**src/rtl/usb_line_pkg.sv**
```systemverilog
// Shared USB line-state definitions: command encodings, line levels and driver FSM states.
// KDRV is present only when USB_RESUME_EN is defined.
package usb_line_pkg;

  typedef enum logic [1:0] {
    CMD_BUS_RESET = 2'b00,
    CMD_KEEPALIVE = 2'b01,
    CMD_RESUME    = 2'b10,
    CMD_NOP       = 2'b11
  } cmd_e;

  localparam logic [1:0] SE0  = 2'b00;
  localparam logic [1:0] FS_J = 2'b10;
  localparam logic [1:0] LS_J = 2'b01;

  typedef enum logic [2:0] {
    ST_IDLE,
    ST_SE0,
    ST_JDRV,
    ST_NOP
`ifdef USB_RESUME_EN
    , ST_KDRV
`endif
  } state_e;

  function automatic int unsigned max3(input int unsigned a, input int unsigned b,
                                       input int unsigned c);
    int unsigned m;
    m = (a > b) ? a : b;
    return (m > c) ? m : c;
  endfunction

  function automatic logic [1:0] j_level(input logic low_speed);
    return low_speed ? LS_J : FS_J;
  endfunction

endpackage

```
**src/rtl/usb_downstream_line_driver_if.sv**
```systemverilog
// Command channel from the port controller to the downstream line driver.
interface usb_downstream_line_driver_if;
  logic       cmd_valid;
  logic       cmd_ready;
  logic [1:0] cmd;
  logic       low_speed;

  modport master (output cmd_valid, output cmd, output low_speed, input cmd_ready);
  modport slave  (input cmd_valid, input cmd, input low_speed, output cmd_ready);
endinterface

```
**src/rtl/usb_seg_timer.sv**
```systemverilog
// Loadable down-counter timing one line segment; expire is high while the count is 1.
module usb_seg_timer #(
  parameter int unsigned WIDTH = 6
) (
  input  logic             clock,
  input  logic             reset,
  input  logic             load,
  input  logic [WIDTH-1:0] load_value,
  output logic             expire
);
  logic [WIDTH-1:0] count;

  always_ff @(posedge clock or posedge reset) begin
    if (reset)
      count <= '0;
    else if (load)
      count <= load_value;
    else if (count != '0)
      count <= count - 1'b1;
  end

  assign expire = (count == WIDTH'(1));
endmodule

```
**src/rtl/usb_downstream_line_driver.sv**
```systemverilog
// Drives bus-reset, keep-alive EOP and (with USB_RESUME_EN) resume sequences on D+/D-.
module usb_downstream_line_driver
  import usb_line_pkg::*;
#(
  parameter int unsigned RESET_CYCLES  = 20,
  parameter int unsigned BIT_CYCLES    = 4,
  parameter int unsigned RESUME_CYCLES = 40
) (
  input  logic                          clock,
  input  logic                          reset,
  usb_downstream_line_driver_if.slave   cmd_if,
  output logic [1:0]                    usb_out,
  output logic                          usb_oe,
  output logic                          done
);
  localparam int unsigned CW = $clog2(max3(RESET_CYCLES, RESUME_CYCLES, 2 * BIT_CYCLES) + 1);

  state_e          state, next_state;
  logic            ls_q, ls_eff, accept;
  logic            tmr_load, tmr_expire;
  logic [CW-1:0]   tmr_value;
  logic [1:0]      out_next;
  logic            oe_next;

  usb_seg_timer #(.WIDTH(CW)) u_timer (
    .clock      (clock),
    .reset      (reset),
    .load       (tmr_load),
    .load_value (tmr_value),
    .expire     (tmr_expire)
  );

  assign cmd_if.cmd_ready = (state == ST_IDLE);

  always_comb begin
    next_state = state;
    tmr_load   = 1'b0;
    tmr_value  = '0;
    accept     = (state == ST_IDLE) && cmd_if.cmd_valid;
    ls_eff     = accept ? cmd_if.low_speed : ls_q;
    unique case (state)
      ST_IDLE: begin
        if (accept) begin
          unique case (cmd_e'(cmd_if.cmd))
            CMD_BUS_RESET: begin
              next_state = ST_SE0;
              tmr_load   = 1'b1;
              tmr_value  = CW'(RESET_CYCLES);
            end
            CMD_KEEPALIVE: begin
              next_state = ST_SE0;
              tmr_load   = 1'b1;
              tmr_value  = CW'(2 * BIT_CYCLES);
            end
`ifdef USB_RESUME_EN
            CMD_RESUME: begin
              next_state = ST_KDRV;
              tmr_load   = 1'b1;
              tmr_value  = CW'(RESUME_CYCLES);
            end
`else
            CMD_RESUME: next_state = ST_NOP;
`endif
            default: next_state = ST_NOP;
          endcase
        end
      end
`ifdef USB_RESUME_EN
      ST_KDRV: begin
        if (tmr_expire) begin
          next_state = ST_SE0;
          tmr_load   = 1'b1;
          tmr_value  = CW'(2 * BIT_CYCLES);
        end
      end
`endif
      ST_SE0: begin
        if (tmr_expire) begin
          next_state = ST_JDRV;
          tmr_load   = 1'b1;
          tmr_value  = CW'(BIT_CYCLES);
        end
      end
      ST_JDRV: if (tmr_expire) next_state = ST_IDLE;
      ST_NOP:  next_state = ST_IDLE;
      default: next_state = ST_IDLE;
    endcase
  end

  // Line outputs are registered from the next state so they change on the same edge as state.
  always_comb begin
    oe_next  = 1'b0;
    out_next = SE0;
    unique case (next_state)
      ST_SE0:  oe_next = 1'b1;
      ST_JDRV: begin
        oe_next  = 1'b1;
        out_next = j_level(ls_eff);
      end
`ifdef USB_RESUME_EN
      ST_KDRV: begin
        oe_next  = 1'b1;
        out_next = ~j_level(ls_eff);
      end
`endif
      default: ;
    endcase
  end

  always_ff @(posedge clock or posedge reset) begin
    if (reset) begin
      state   <= ST_IDLE;
      ls_q    <= 1'b0;
      usb_oe  <= 1'b0;
      usb_out <= SE0;
      done    <= 1'b0;
    end else begin
      state   <= next_state;
      ls_q    <= ls_eff;
      usb_oe  <= oe_next;
      usb_out <= out_next;
      done    <= (state != ST_IDLE) && (next_state == ST_IDLE);
    end
  end
endmodule

```
**src/flat_wrapper.sv**
```systemverilog
// flat-port wrapper written by rule: the top's interface ports become plain ports
module usb_downstream_line_driver_flat import usb_line_pkg::*;
#(
  parameter int unsigned RESET_CYCLES  = 20,
  parameter int unsigned BIT_CYCLES    = 4,
  parameter int unsigned RESUME_CYCLES = 40
)
  (clock, reset, usb_out, usb_oe, done, cmd_if_cmd_valid, cmd_if_cmd, cmd_if_low_speed, cmd_if_cmd_ready);
  usb_downstream_line_driver_if cmd_if_i ();
  input  logic clock;
  input  logic reset;
  output logic [1:0] usb_out;
  output logic usb_oe;
  output logic done;
  input wire logic [$bits(cmd_if_i.cmd_valid)-1:0] cmd_if_cmd_valid;
  input wire logic [$bits(cmd_if_i.cmd)-1:0] cmd_if_cmd;
  input wire logic [$bits(cmd_if_i.low_speed)-1:0] cmd_if_low_speed;
  output wire logic [$bits(cmd_if_i.cmd_ready)-1:0] cmd_if_cmd_ready;
  assign cmd_if_i.cmd_valid = cmd_if_cmd_valid;
  assign cmd_if_i.cmd = cmd_if_cmd;
  assign cmd_if_i.low_speed = cmd_if_low_speed;
  assign cmd_if_cmd_ready = cmd_if_i.cmd_ready;
  usb_downstream_line_driver #(.RESET_CYCLES(RESET_CYCLES), .BIT_CYCLES(BIT_CYCLES), .RESUME_CYCLES(RESUME_CYCLES)) u_core (.clock(clock), .reset(reset), .cmd_if(cmd_if_i), .usb_out(usb_out), .usb_oe(usb_oe), .done(done));
endmodule
```
**config.mk**
```make
export PLATFORM = sky130hd
export DESIGN_NAME = usb_downstream_line_driver_flat
export DESIGN_NICKNAME = d
export VERILOG_FILES = /design/src/rtl/usb_line_pkg.sv /design/src/rtl/usb_downstream_line_driver_if.sv /design/src/rtl/usb_seg_timer.sv /design/src/rtl/usb_downstream_line_driver.sv /design/src/flat_wrapper.sv
export SDC_FILE = /design/constraint.sdc
export NUM_CORES = 1
export LEC_CHECK = 0
export ABC_CLOCK_PERIOD_IN_PS = 5700
export CAP_MARGIN = 10
export CORE_UTILIZATION = 56
export CTS_CLUSTER_DIAMETER = 80
export DETAILED_ROUTE_END_ITERATION = 6
export GPL_TIMING_DRIVEN = 0
export PLACE_DENSITY_LB_ADDON = 0.3
export SKIP_CTS_REPAIR_TIMING = 1
export SYNTH_ARGS = -nofsm -noshare
export SYNTH_HDL_FRONTEND = slang
export SYNTH_HIERARCHICAL = 1
export SYNTH_SLANG_ARGS = --single-unit
```
**constraint.sdc**
```tcl
create_clock -name clock -period 5.7 [get_ports clock]
set_clock_uncertainty 0.05 [all_clocks]
set_input_delay 1.425 -clock clock [delete_from_list [all_inputs] [get_ports clock]]
set_output_delay 1.425 -clock clock [all_outputs]
set_load 0.01 [all_outputs]
```
# ---- Word-level counts from Yosys, hierarchy flattened
# Cells that the tools add are included.
dict set report op_classes {
  addsub 1
  eq_ne 6
  n_mux 19
  n_reduce_logical 10
}
# operator count
set ops {}
lappend ops {{2-to-1 mux 6 bit} 3}
lappend ops {{2-to-1 mux 3 bit} 4}
lappend ops {{one-hot mux 6 bit (2 select lines)} 1}
lappend ops {{one-hot mux 5 bit (2 select lines)} 1}
lappend ops {{one-hot mux 3 bit (3 select lines)} 1}
lappend ops {{== test 3 x 1 -> 1 bit (second input constant)} 2}
lappend ops {{== test 3 x 2 -> 1 bit (second input constant)} 2}
lappend ops {{== test 6 x 1 -> 1 bit (second input constant)} 1}
lappend ops {{zero test 3 bit} 2}
lappend ops {{2-to-1 mux 2 bit} 3}
lappend ops {{nonzero test 6 bit} 1}
lappend ops {{subtractor 6 x 1 -> 6 bit (second input constant)} 1}
lappend ops {{2-to-1 mux 1 bit} 5}
lappend ops {{OR reduction 2 bit} 2}
lappend ops {{nonzero test 3 bit} 1}
lappend ops {{== test 2 x 1 -> 1 bit (second input constant)} 1}
lappend ops {{logical AND 1 bit} 2}
lappend ops {{zero test 2 bit} 1}
lappend ops {{one-hot mux 1 bit (2 select lines)} 1}
lappend ops {{nonzero test 2 bit} 1}
dict set report word_totals {
  ff_bits 14
  input_bits 6
}

# ---- Longest topological paths before layout
# Gate-level depths: netlist of run 1.
dict set report logic_depth {
  word_depth 8
  depth_mapped 8
  mapped_depth_nobuf 8
}

# ---- By module
# The synthesis of run 1 kept the hierarchy.
# mod instances cells_per_inst area_per_inst_um2 seq_area_each_um2
set modules_own_cells {}
lappend modules_own_cells {usb_downstream_line_driver 1 42 402.9 200.2}
lappend modules_own_cells {usb_seg_timer 1 47 401.6 150.1}

# ---- Least setup slack after synthesis of run 1
# Ideal clock, no wire load.
dict set report synth_path {
  path_kind {input port to flip-flop}
  from {in cmd_if_cmd[1]}
  to {reg u_core.u_timer.count[5]}
  t_arrival_ps 2373
  required_time_ps 5573
  setup_slack_ps 3200
  stages 6
  path_buffers 1
  path_cell_list {nor3b_1 a21oi_1 nor2_1 clkbuf_1 a21oi_1 a21oi_1}
}
dict set report synth_via {
  elab_chain_cells 6
}
# item line_no
set synth_rtl {}
lappend synth_rtl {{from (decl)} flat_wrapper.sv:16} ;# input wire logic [$bits(cmd_if_i.cmd)-1:0] cmd_if_cmd;
lappend synth_rtl {{== test 2 x 1 -> 1 bit or zero test 2 bit (tied branches)} usb_downstream_line_driver.sv:44} ;# unique case (cmd_e'(cmd_if.cmd))
lappend synth_rtl {{OR reduction 2 bit (no line) (*)} -}
lappend synth_rtl {{2-to-1 mux 1 bit (*)} usb_downstream_line_driver.sv:44}
lappend synth_rtl {{2-to-1 mux 1 bit (*)} usb_downstream_line_driver.sv:43} ;# if (accept) begin
lappend synth_rtl {{one-hot mux 1 bit (2 select lines) (*)} usb_downstream_line_driver.sv:41} ;# unique case (state)
lappend synth_rtl {{via u_core.tmr_load} usb_downstream_line_driver.sv:20} ;# logic tmr_load, tmr_expire;
lappend synth_rtl {{2-to-1 mux 6 bit or nonzero test 2 bit (tied branches)} -}
lappend synth_rtl {{to (signal assigned)} usb_seg_timer.sv:17} ;# count <= load_value;
lappend synth_rtl {{to (signal assigned)} usb_seg_timer.sv:19} ;# count <= count - 1'b1;
lappend synth_rtl {{to (decl)} usb_seg_timer.sv:11} ;# logic [WIDTH-1:0] count;
# The timed path passes the listed nets; every way through them passes the cells marked *.
# A chain may end at the register's enable or synchronous reset.

# ---- Worst setup path after layout of run 1
dict set report layout_path {
  from {reg u_core.state[1]}
  to {out cmd_if_cmd_ready}
}
dict set report layout_via {
  elab_chain_cells 1
}
# item line_no
set layout_rtl {}
lappend layout_rtl {{from (decl)} usb_downstream_line_driver.sv:18} ;# state_e state, next_state;
lappend layout_rtl {{from (signal assigned)} usb_downstream_line_driver.sv:118} ;# state <= next_state;
lappend layout_rtl {{zero test 3 bit} usb_downstream_line_driver.sv:33} ;# assign cmd_if.cmd_ready = (state == ST_IDLE);
lappend layout_rtl {{to (decl)} flat_wrapper.sv:18} ;# output wire logic [$bits(cmd_if_i.cmd_ready)-1:0] cmd_if_cmd_ready;
# No other way between the ends.

==> results.md, run 1 <==
- After the first detailed-routing iteration, the DRC count stood at 26.
- The count of final hold-check violations is 0.
- The worst path arrival time is 1760 ps.
- The final estimated routing congestion in global placement is 0.751.
- The type of element capturing the critical path is a primary output.
- The fraction of synthesized cell area taken by the top area cell type is 43.5%.
- The primary flip-flop cell chosen by synthesis mapping is sky130_fd_sc_hd__dfrtp_1.
- At the worst endpoint, the required time is 4220 ps.
- The final number of setup-violating endpoints is 0.
- The number of enable-type register cells in the synthesized netlist is 0.
- By startpoint and endpoint, the worst setup path is classified as reg -> out.
- The count of buffers inserted at the top-level ports is 10.
- The power after layout is 0.000396 W.
- TritonCTS created 3 clock buffers.
- Clock-pin slew was measured on the worst setup and hold paths at 80 ps.
- The clock net in this run drives a total of 14 sinks.
- After detailed routing, the number of remaining DRC violations is 0.
- The maximum VDD drop is 0.000208 V.
- The first-pass GRT wire length is 2640 um.
- The layout net count is 115.
- Setup repair after global routing left no endpoint under its margin.
- Row generation in the floorplan step produced 13 rows.
- The initial utilization of the core area, before any placement, comes to 61.1%.
- The count of vias placed by the detailed router is 673.
- The worst pin sits at a relative slew slack of 43.6%.
- Summing all non-filler instances in the final layout gives an area of 971 um2.
- For the pin with the worst max-slew slack, the measured transition is 844 ps.
- TritonCTS built the clock tree.
- In this run, distinct cell masters in the synthesized netlist total 30.
- The detailed-router iteration count before antenna repair is 4.
- Synthesis produced 89 cells.
- The mean area per synthesized cell is 9.04 um2.
- The total overflow left after global routing is 0.
- The total number of yosys warnings is 6.
- The highest net fanout along the worst path is 9.
- The HPWL after detailed placement is 1190 um.
- The most common cell in the netlist is sky130_fd_sc_hd__dfrtp_1.
- For the final routed database, the setup TNS stands at 0 ps.
- The tightest hold margin is 477 ps.
- Clock latency on the worst-skew pair, taken at its later pin, is 270 ps.
- The synthesized netlist occupies a cell area of 805 um2.
- Yosys attributes the largest share of cell area to sky130_fd_sc_hd__dfrtp_1 (44%), sky130_fd_sc_hd__a21oi_1 (5.6%), sky130_fd_sc_hd__nor4_1 (3.9%).
- The die extent in x is 39.9 um.
- The instance area at placement is 935 um2.
- The detail route stage leaves a number of antenna-violating nets equal to 0.
- The flow ran to the end, and the final reports show no timing, DRC or antenna violations.
- For this run, the share of the core covered by cells in the final layout is 73.7%.
- CTS placed an instance of sky130_fd_sc_hd__clkbuf_4 at the clock tree root.
- For this design the ratio of total power to cell area is 408 mW/mm2.
- The height of the chip is 39.9 um.
- The count of max-cap constraint violations is 0.
- The H-tree level count is 1.
- The commonest cells after synthesis are sky130_fd_sc_hd__dfrtp_1 (14), sky130_fd_sc_hd__a21oi_1 (9), sky130_fd_sc_hd__nand2_1 (8).
- The final number of max-transition violations is 0.
- The critical path launch point type is a flop.
- After detailed routing, the number of vias per cell comes to 5.56.
- The I/O pin count is 11.
- The via count of the first global-routing pass was 580.
- The leakage component of the power is 0.410 nW.
- The cell accounting for the most synthesized area is sky130_fd_sc_hd__dfrtp_1.
- The fraction of synthesis flops using an asynchronous set or reset pin is 100%.
- In the global route stage, overall resource usage came out at 25.9%.
- The floorplan step defined a die boundary enclosing 0.00159 mm2.
- The highest clock frequency the design can meet is 310 MHz.
- For this block, the routed nets add up to 1670 um of wire.
- The initial antenna violation count is 0.
- Of the cells placed in the final design, the portion with a size suffix greater than 1 is 8.49%.
- The shortest period the worst path allows is 3230 ps.
- After detailed routing, the average wire length per cell comes to 13.8 um.
- Compared with the post-synthesis result, the final layout area differs by 20.7%.
- Counting flops and latches in the post-synthesis netlist gives 14.
- 0 antenna diodes ended up in the layout.
- The largest net degree at the start of global routing is 11.
- The post-synthesis sequential area ratio is 43.5%.
- Dividing the final minimum period by the clock period gives 56.7%.
- The buffer levels on the longest clock path is 2.
- The floorplan step defined a core boundary enclosing 0.00132 mm2.
- The class of the tightest hold or removal check is reg -> reg.
-- registers in the layout (all words and copies together), names as in the netlist --
name,cells
u_core/done,1
u_core/ls_q,1
u_core/state,3
u_core/u_timer/count,6
u_core/usb_oe,1
u_core/usb_out,2
-- cell type report --
class	count	area, um2
plain buffers	5	21.3
flip-flops and latches	14	350
well taps	15	18.8
multi-input cells	68	425
fillers	98	347
inverters	5	18.8
repair buffers	10	100
clock buffers	4	36.3
-- critical path: stages (launching register included) --
cell                              delay, ps
sky130_fd_sc_hd__dfrtp_1                470
sky130_fd_sc_hd__or2_2                  370
sky130_fd_sc_hd__nor2_1                 100
sky130_fd_sc_hd__clkdlybuf4s50_1        540
-- cells by family (layout without fill, tap and decap cells) --
group,after synthesis,after routing,synth area share (%)
flip-flops,14,14,43.5
AO/OA/AOI/OAI,23,23,18.2
AND/OR/NAND/NOR,38,38,28.5
buffers and inverters,10,24,4.98
adder cells (fa/ha/maj),2,2,3.11
other,1,4,0.466
multiplexers,1,1,1.24
-- metal layers --
layer | global-route usage (%) | vias to the layer above | routed length (um)
li1 | - | 350 | -
met1 | 36.3 | 302 | 851
met2 | 37.5 | 19 | 743
met3 | 6.82 | 2 | 63
met4 | 10.3 | 0 | 14
met5 | 0 | - | 0
-- stage by stage --
| stage | instances | setup slack [ps] |
|---|---|---|
| after floorplan | 92 | 3200 |
| after global placement | 117 | 2410 |
| after detailed placement | 117 | 2310 |
| after CTS | 121 | 2450 |
| after global routing | 121 | 2360 |
| final | 121 | 2470 |
-- cell usage in the layout (no fill, tap or decap) --
master	synthesis	routed
sky130_fd_sc_hd__clkbuf_8	0	1
sky130_fd_sc_hd__a21oi_1	9	9
sky130_fd_sc_hd__or3b_1	3	3
sky130_fd_sc_hd__nor3b_1	4	4
sky130_fd_sc_hd__dfrtp_1	14	14
sky130_fd_sc_hd__a21oi_2	1	1
sky130_fd_sc_hd__o31a_1	3	3
sky130_fd_sc_hd__nor3_1	1	1
sky130_fd_sc_hd__and2_1	1	1
sky130_fd_sc_hd__conb_1	1	4
sky130_fd_sc_hd__nand3b_1	1	1
sky130_fd_sc_hd__nor2_1	4	4
sky130_fd_sc_hd__or3_1	1	1
sky130_fd_sc_hd__o31ai_1	3	3
sky130_fd_sc_hd__buf_2	2	2
sky130_fd_sc_hd__clkbuf_4	0	3
sky130_fd_sc_hd__a2bb2oi_1	1	1
sky130_fd_sc_hd__nor4b_2	1	1
sky130_fd_sc_hd__nand2b_1	4	4
sky130_fd_sc_hd__and3_1	1	1
sky130_fd_sc_hd__nand2_1	8	8
sky130_fd_sc_hd__o21ai_1	1	1
sky130_fd_sc_hd__nor4_1	5	5
sky130_fd_sc_hd__clkdlybuf4s50_1	0	10
sky130_fd_sc_hd__ha_1	2	2
sky130_fd_sc_hd__a211oi_1	1	1
sky130_fd_sc_hd__o21bai_1	1	1
sky130_fd_sc_hd__mux2i_1	1	1
sky130_fd_sc_hd__or2_2	1	1
sky130_fd_sc_hd__o21ai_0	3	3
sky130_fd_sc_hd__nor2b_1	3	3
sky130_fd_sc_hd__clkbuf_1	3	3
sky130_fd_sc_hd__inv_1	5	5
-- power breakdown --
part           total [W]  internal, W  leakage [nW]  switching (W)
registers       0.000159     0.000129         0.175      0.0000302
logic           0.000166    0.0000794         0.215      0.0000866
clock network  0.0000705    0.0000388        0.0210      0.0000317
total           0.000396     0.000247         0.410       0.000149
-- path summary, 6_finish.rpt --
kind,start,end,slack (ps),depth (start not counted)
hold reg to reg,u_core/ls_q$_DFF_PP0_,u_core/ls_q$_DFF_PP0_,480,2
setup reg to reg,u_core/u_timer/count[3]$_DFFE_PP0P_,u_core/u_timer/count[5]$_DFFE_PP0P_,2780,8
max in group asynchronous,reset,u_core/usb_oe$_DFF_PP0_,3970,2
hold / removal,u_core/ls_q$_DFF_PP0_,u_core/ls_q$_DFF_PP0_,480,2
min in group asynchronous,reset,u_core/u_timer/count[1]$_DFFE_PP0P_,1350,2
setup / recovery,u_core/state[1]$_DFF_PP0_,cmd_if_cmd_ready,2470,3
No activity file was read; power rests on OpenSTA's default activity.
==> run 2: changes to the inputs <==
--- a/config.mk
+++ b/config.mk
@@ -5,9 +5,9 @@
 export SDC_FILE = /design/constraint.sdc
 export NUM_CORES = 1
 export LEC_CHECK = 0
-export ABC_CLOCK_PERIOD_IN_PS = 5700
+export ABC_CLOCK_PERIOD_IN_PS = 3000
 export CAP_MARGIN = 10
-export CORE_UTILIZATION = 56
+export CORE_UTILIZATION = 52
 export CTS_CLUSTER_DIAMETER = 80
 export DETAILED_ROUTE_END_ITERATION = 6
 export GPL_TIMING_DRIVEN = 0
==> constraint.sdc (replaced) <==
create_clock -name clock -period 3 [get_ports clock]
set_clock_uncertainty 0.05 [all_clocks]
set_input_delay 0.75 -clock clock [delete_from_list [all_inputs] [get_ports clock]]
set_output_delay 0.75 -clock clock [all_outputs]
set_load 0.01 [all_outputs]
==> run 2 against run 1 <==
Hold slack got worse by 7.2 ps. Sequential power increased by 89%. Via count grew 6.1%. Critical path type is now reg -> reg.
==> results.md, run 2 (synthesis gave the netlist of run 1 again) <==
- The type of element capturing the critical path is a flop (was primary output).
- The number of antenna-violating nets in the routed design is 0 (unchanged).
- The die extent in x is 41.3 um (was 39.9 um).
- The largest net degree at the start of global routing is 11 (unchanged).
- The TritonCTS buffer count is 3 (unchanged).
- The type of the worst setup path is reg -> reg (was reg -> out).
- The root buffer selected by CTS is sky130_fd_sc_hd__clkbuf_4 (unchanged).
- The relative slew slack is 54.5% (was 43.6%).
- The total grt overflow is 0 (unchanged).
- The via count of the first global-routing pass is 571 (was 580).
- The initial cell density of the core was 58.9% (was 61.1%).
- The final number of max-transition violations came to 0 (unchanged).
- The all-layer global routing usage is 22.8% (was 25.9%).
- Status: completed (unchanged).
- The measured slew at the worst slew-check pin was 682 ps (was 844 ps).
- The clock tree from TritonCTS was built (unchanged).
- The average via count per standard cell is 5.90 (was 5.56).
- The clock-pin slew of the registers on the worst-case setup and hold paths came to 90 ps (was 80 ps).
- The maximum VDD drop is 0.000413 V (was 0.000208 V).
- The die outline area is 0.00171 mm2 (was 0.00159 mm2).
- The cell row count came to 13 (unchanged).
- The H-tree level count is 1 (unchanged).
- The count of buffers inserted at the top-level ports is 10 (unchanged).
- The layout net count is 115 (unchanged).
- The number of inserted filler cells in the final layout was 117 (was 98).
- The latest clock arrival within the worst-skew pair was 280 ps (was 270 ps).
- The detailed placer's ending HPWL was 1160 um (was 1190 um).
- The residual DRC count is 0 (unchanged).
- The area of the core is 0.00137 mm2 (was 0.00132 mm2).
- The most common cell after layout, fill and taps aside was sky130_fd_sc_hd__dfrtp_1 (unchanged).
- The area overhead of the layout relative to synthesis is 20.7% (unchanged).
- The count of final hold-check violations came to 0 (unchanged).
- The height of the chip is 41.3 um (was 39.9 um).
- The highest clock frequency the design can meet is 369 MHz.
- The shortest period the worst path allows is 2710 ps.
- The number of flip-flops in the largest register was 6 (unchanged).
- The final design area excluding fillers is 971 um2 (unchanged).
- The buffer levels on the longest clock path is 2 (unchanged).
- Of the available clock period, the critical path in the final layout requires 90.4%.
- The final routed wirelength across all metal layers is 1680 um (was 1670 um).
- The initial antenna violation count is 0 (unchanged).
- The average wire per standard cell was 13.9 um (was 13.8 um).
- The count of max-cap constraint violations is 0 (unchanged).
- Commonest cells after routing, fill and taps aside: sky130_fd_sc_hd__dfrtp_1 (14), sky130_fd_sc_hd__clkdlybuf4s50_1 (10), sky130_fd_sc_hd__a21oi_1 (9) (unchanged).
- The critical path launch point type is a flop (unchanged).
- The I/O pin count is 11 (unchanged).
- The total negative setup slack came to 0 ps (unchanged).
- The count of vias placed by the detailed router is 714 (was 673).
- The final core utilization came to 71.1% (was 73.7%).
- The final number of setup-violating endpoints is 0 (unchanged).
- Unrepaired setup endpoints after global routing: no (unchanged).
- The first-pass GRT wire length is 2460 um (was 2640 um).
- The cell total after placement is 117 (unchanged).
- Leading registers by flop count: u_core/u_timer/count x6, u_core/state x3, u_core/usb_out x2 (unchanged).
- The total clock sinks is 14 (unchanged).
- The detailed-router iteration count before antenna repair was 4 (unchanged).
- The final instance count without filler cells is 121 (unchanged).
- The leakage component of the power is 0.410 nW (unchanged).
- The worst path arrival time came to 2870 ps (was 1760 ps).
- The endpoint required time on the critical path was 3160 ps (was 4220 ps).
- The final worst-path setup slack was 287 ps (was 2470 ps).
- The highest net fanout along the worst path was 10 (was 9).
- The post-placement worst setup slack is 341 ps (was 2310 ps).
- The instance area at placement is 935 um2 (unchanged).
- The register name with the most flops is u_core/u_timer/count (unchanged).
- The number of diodes was 0 (unchanged).
- The share of final-layout standard cells stronger than drive strength 1 was 8.49% (unchanged).
- The total power divided by cell area was 781 mW/mm2 (was 408 mW/mm2).
- The final estimated routing congestion in global placement is 0.802 (was 0.751).
- The class of the tightest hold or removal check is reg -> reg (unchanged).
- The DRC violation total after the first TritonRoute iteration came to 32 (was 26).
## run 2: cell counts in the layout (fill, tap and decap cells not counted)
Identical to the previous run, type by type.
## run 2: final cells by class
| cell class | count | area, um2 | area share (%) |
|---|---|---|---|
| flip-flops and latches | 14 | 350 | 36.1 |
| plain buffers | 5 | 21.3 | 2.19 |
| well taps | 15 | 18.8 | 1.93 |
| clock buffers | 4 | 36.3 | 3.74 |
| repair buffers | 10 | 100 | 10.3 |
| inverters | 5 | 18.8 | 1.93 |
| multi-input cells | 68 | 425 | 43.8 |
## run 2: worst paths after layout
kind,to,start,slack (ps),cells past startpoint
max reg2reg,u_core/u_timer/count[5]$_DFFE_PP0P_,u_core/u_timer/count[3]$_DFFE_PP0P_,290,8
min reg2reg,u_core/ls_q$_DFF_PP0_,u_core/ls_q$_DFF_PP0_,470,2
min in group asynchronous,u_core/u_timer/count[4]$_DFFE_PP0P_,reset,660,2
min,u_core/ls_q$_DFF_PP0_,u_core/ls_q$_DFF_PP0_,470,2
max,u_core/u_timer/count[5]$_DFFE_PP0P_,u_core/u_timer/count[3]$_DFFE_PP0P_,290,8
max in group asynchronous,u_core/state[0]$_DFF_PP0_,reset,1970,2
## run 2: worst max-delay path, cell delays in order (launching register included)
cell	delay, ps
sky130_fd_sc_hd__dfrtp_1	360
sky130_fd_sc_hd__clkbuf_1	210
sky130_fd_sc_hd__or3_1	440
sky130_fd_sc_hd__nor3b_1	600
sky130_fd_sc_hd__a21oi_1	160
sky130_fd_sc_hd__nor2_1	230
sky130_fd_sc_hd__clkbuf_1	370
sky130_fd_sc_hd__a21oi_1	80
sky130_fd_sc_hd__a21oi_1	160
## run 2: routing by layer
metal,part of all wire [%],up-vias,GRT usage [%],wire (um)
li1,-,347,-,-
met1,47,337,31.3,786
met2,47,28,35.5,782
met3,6.2,2,6.38,104
met4,0.18,0,4.84,3
met5,0,-,0,0
## run 2: where the power goes
part           internal, W  switching (W)  leakage, nW
registers         0.000245      0.0000565        0.175
clock network    0.0000738      0.0000628       0.0210
logic             0.000152       0.000169        0.215
## run 2: stage by stage
step,power [W],hold WS [ps]
after floorplan,0.000532,410
after global placement,0.000597,445
after detailed placement,0.000615,456
after CTS,0.000754,478
after global routing,0.000812,522
final,0.000759,470
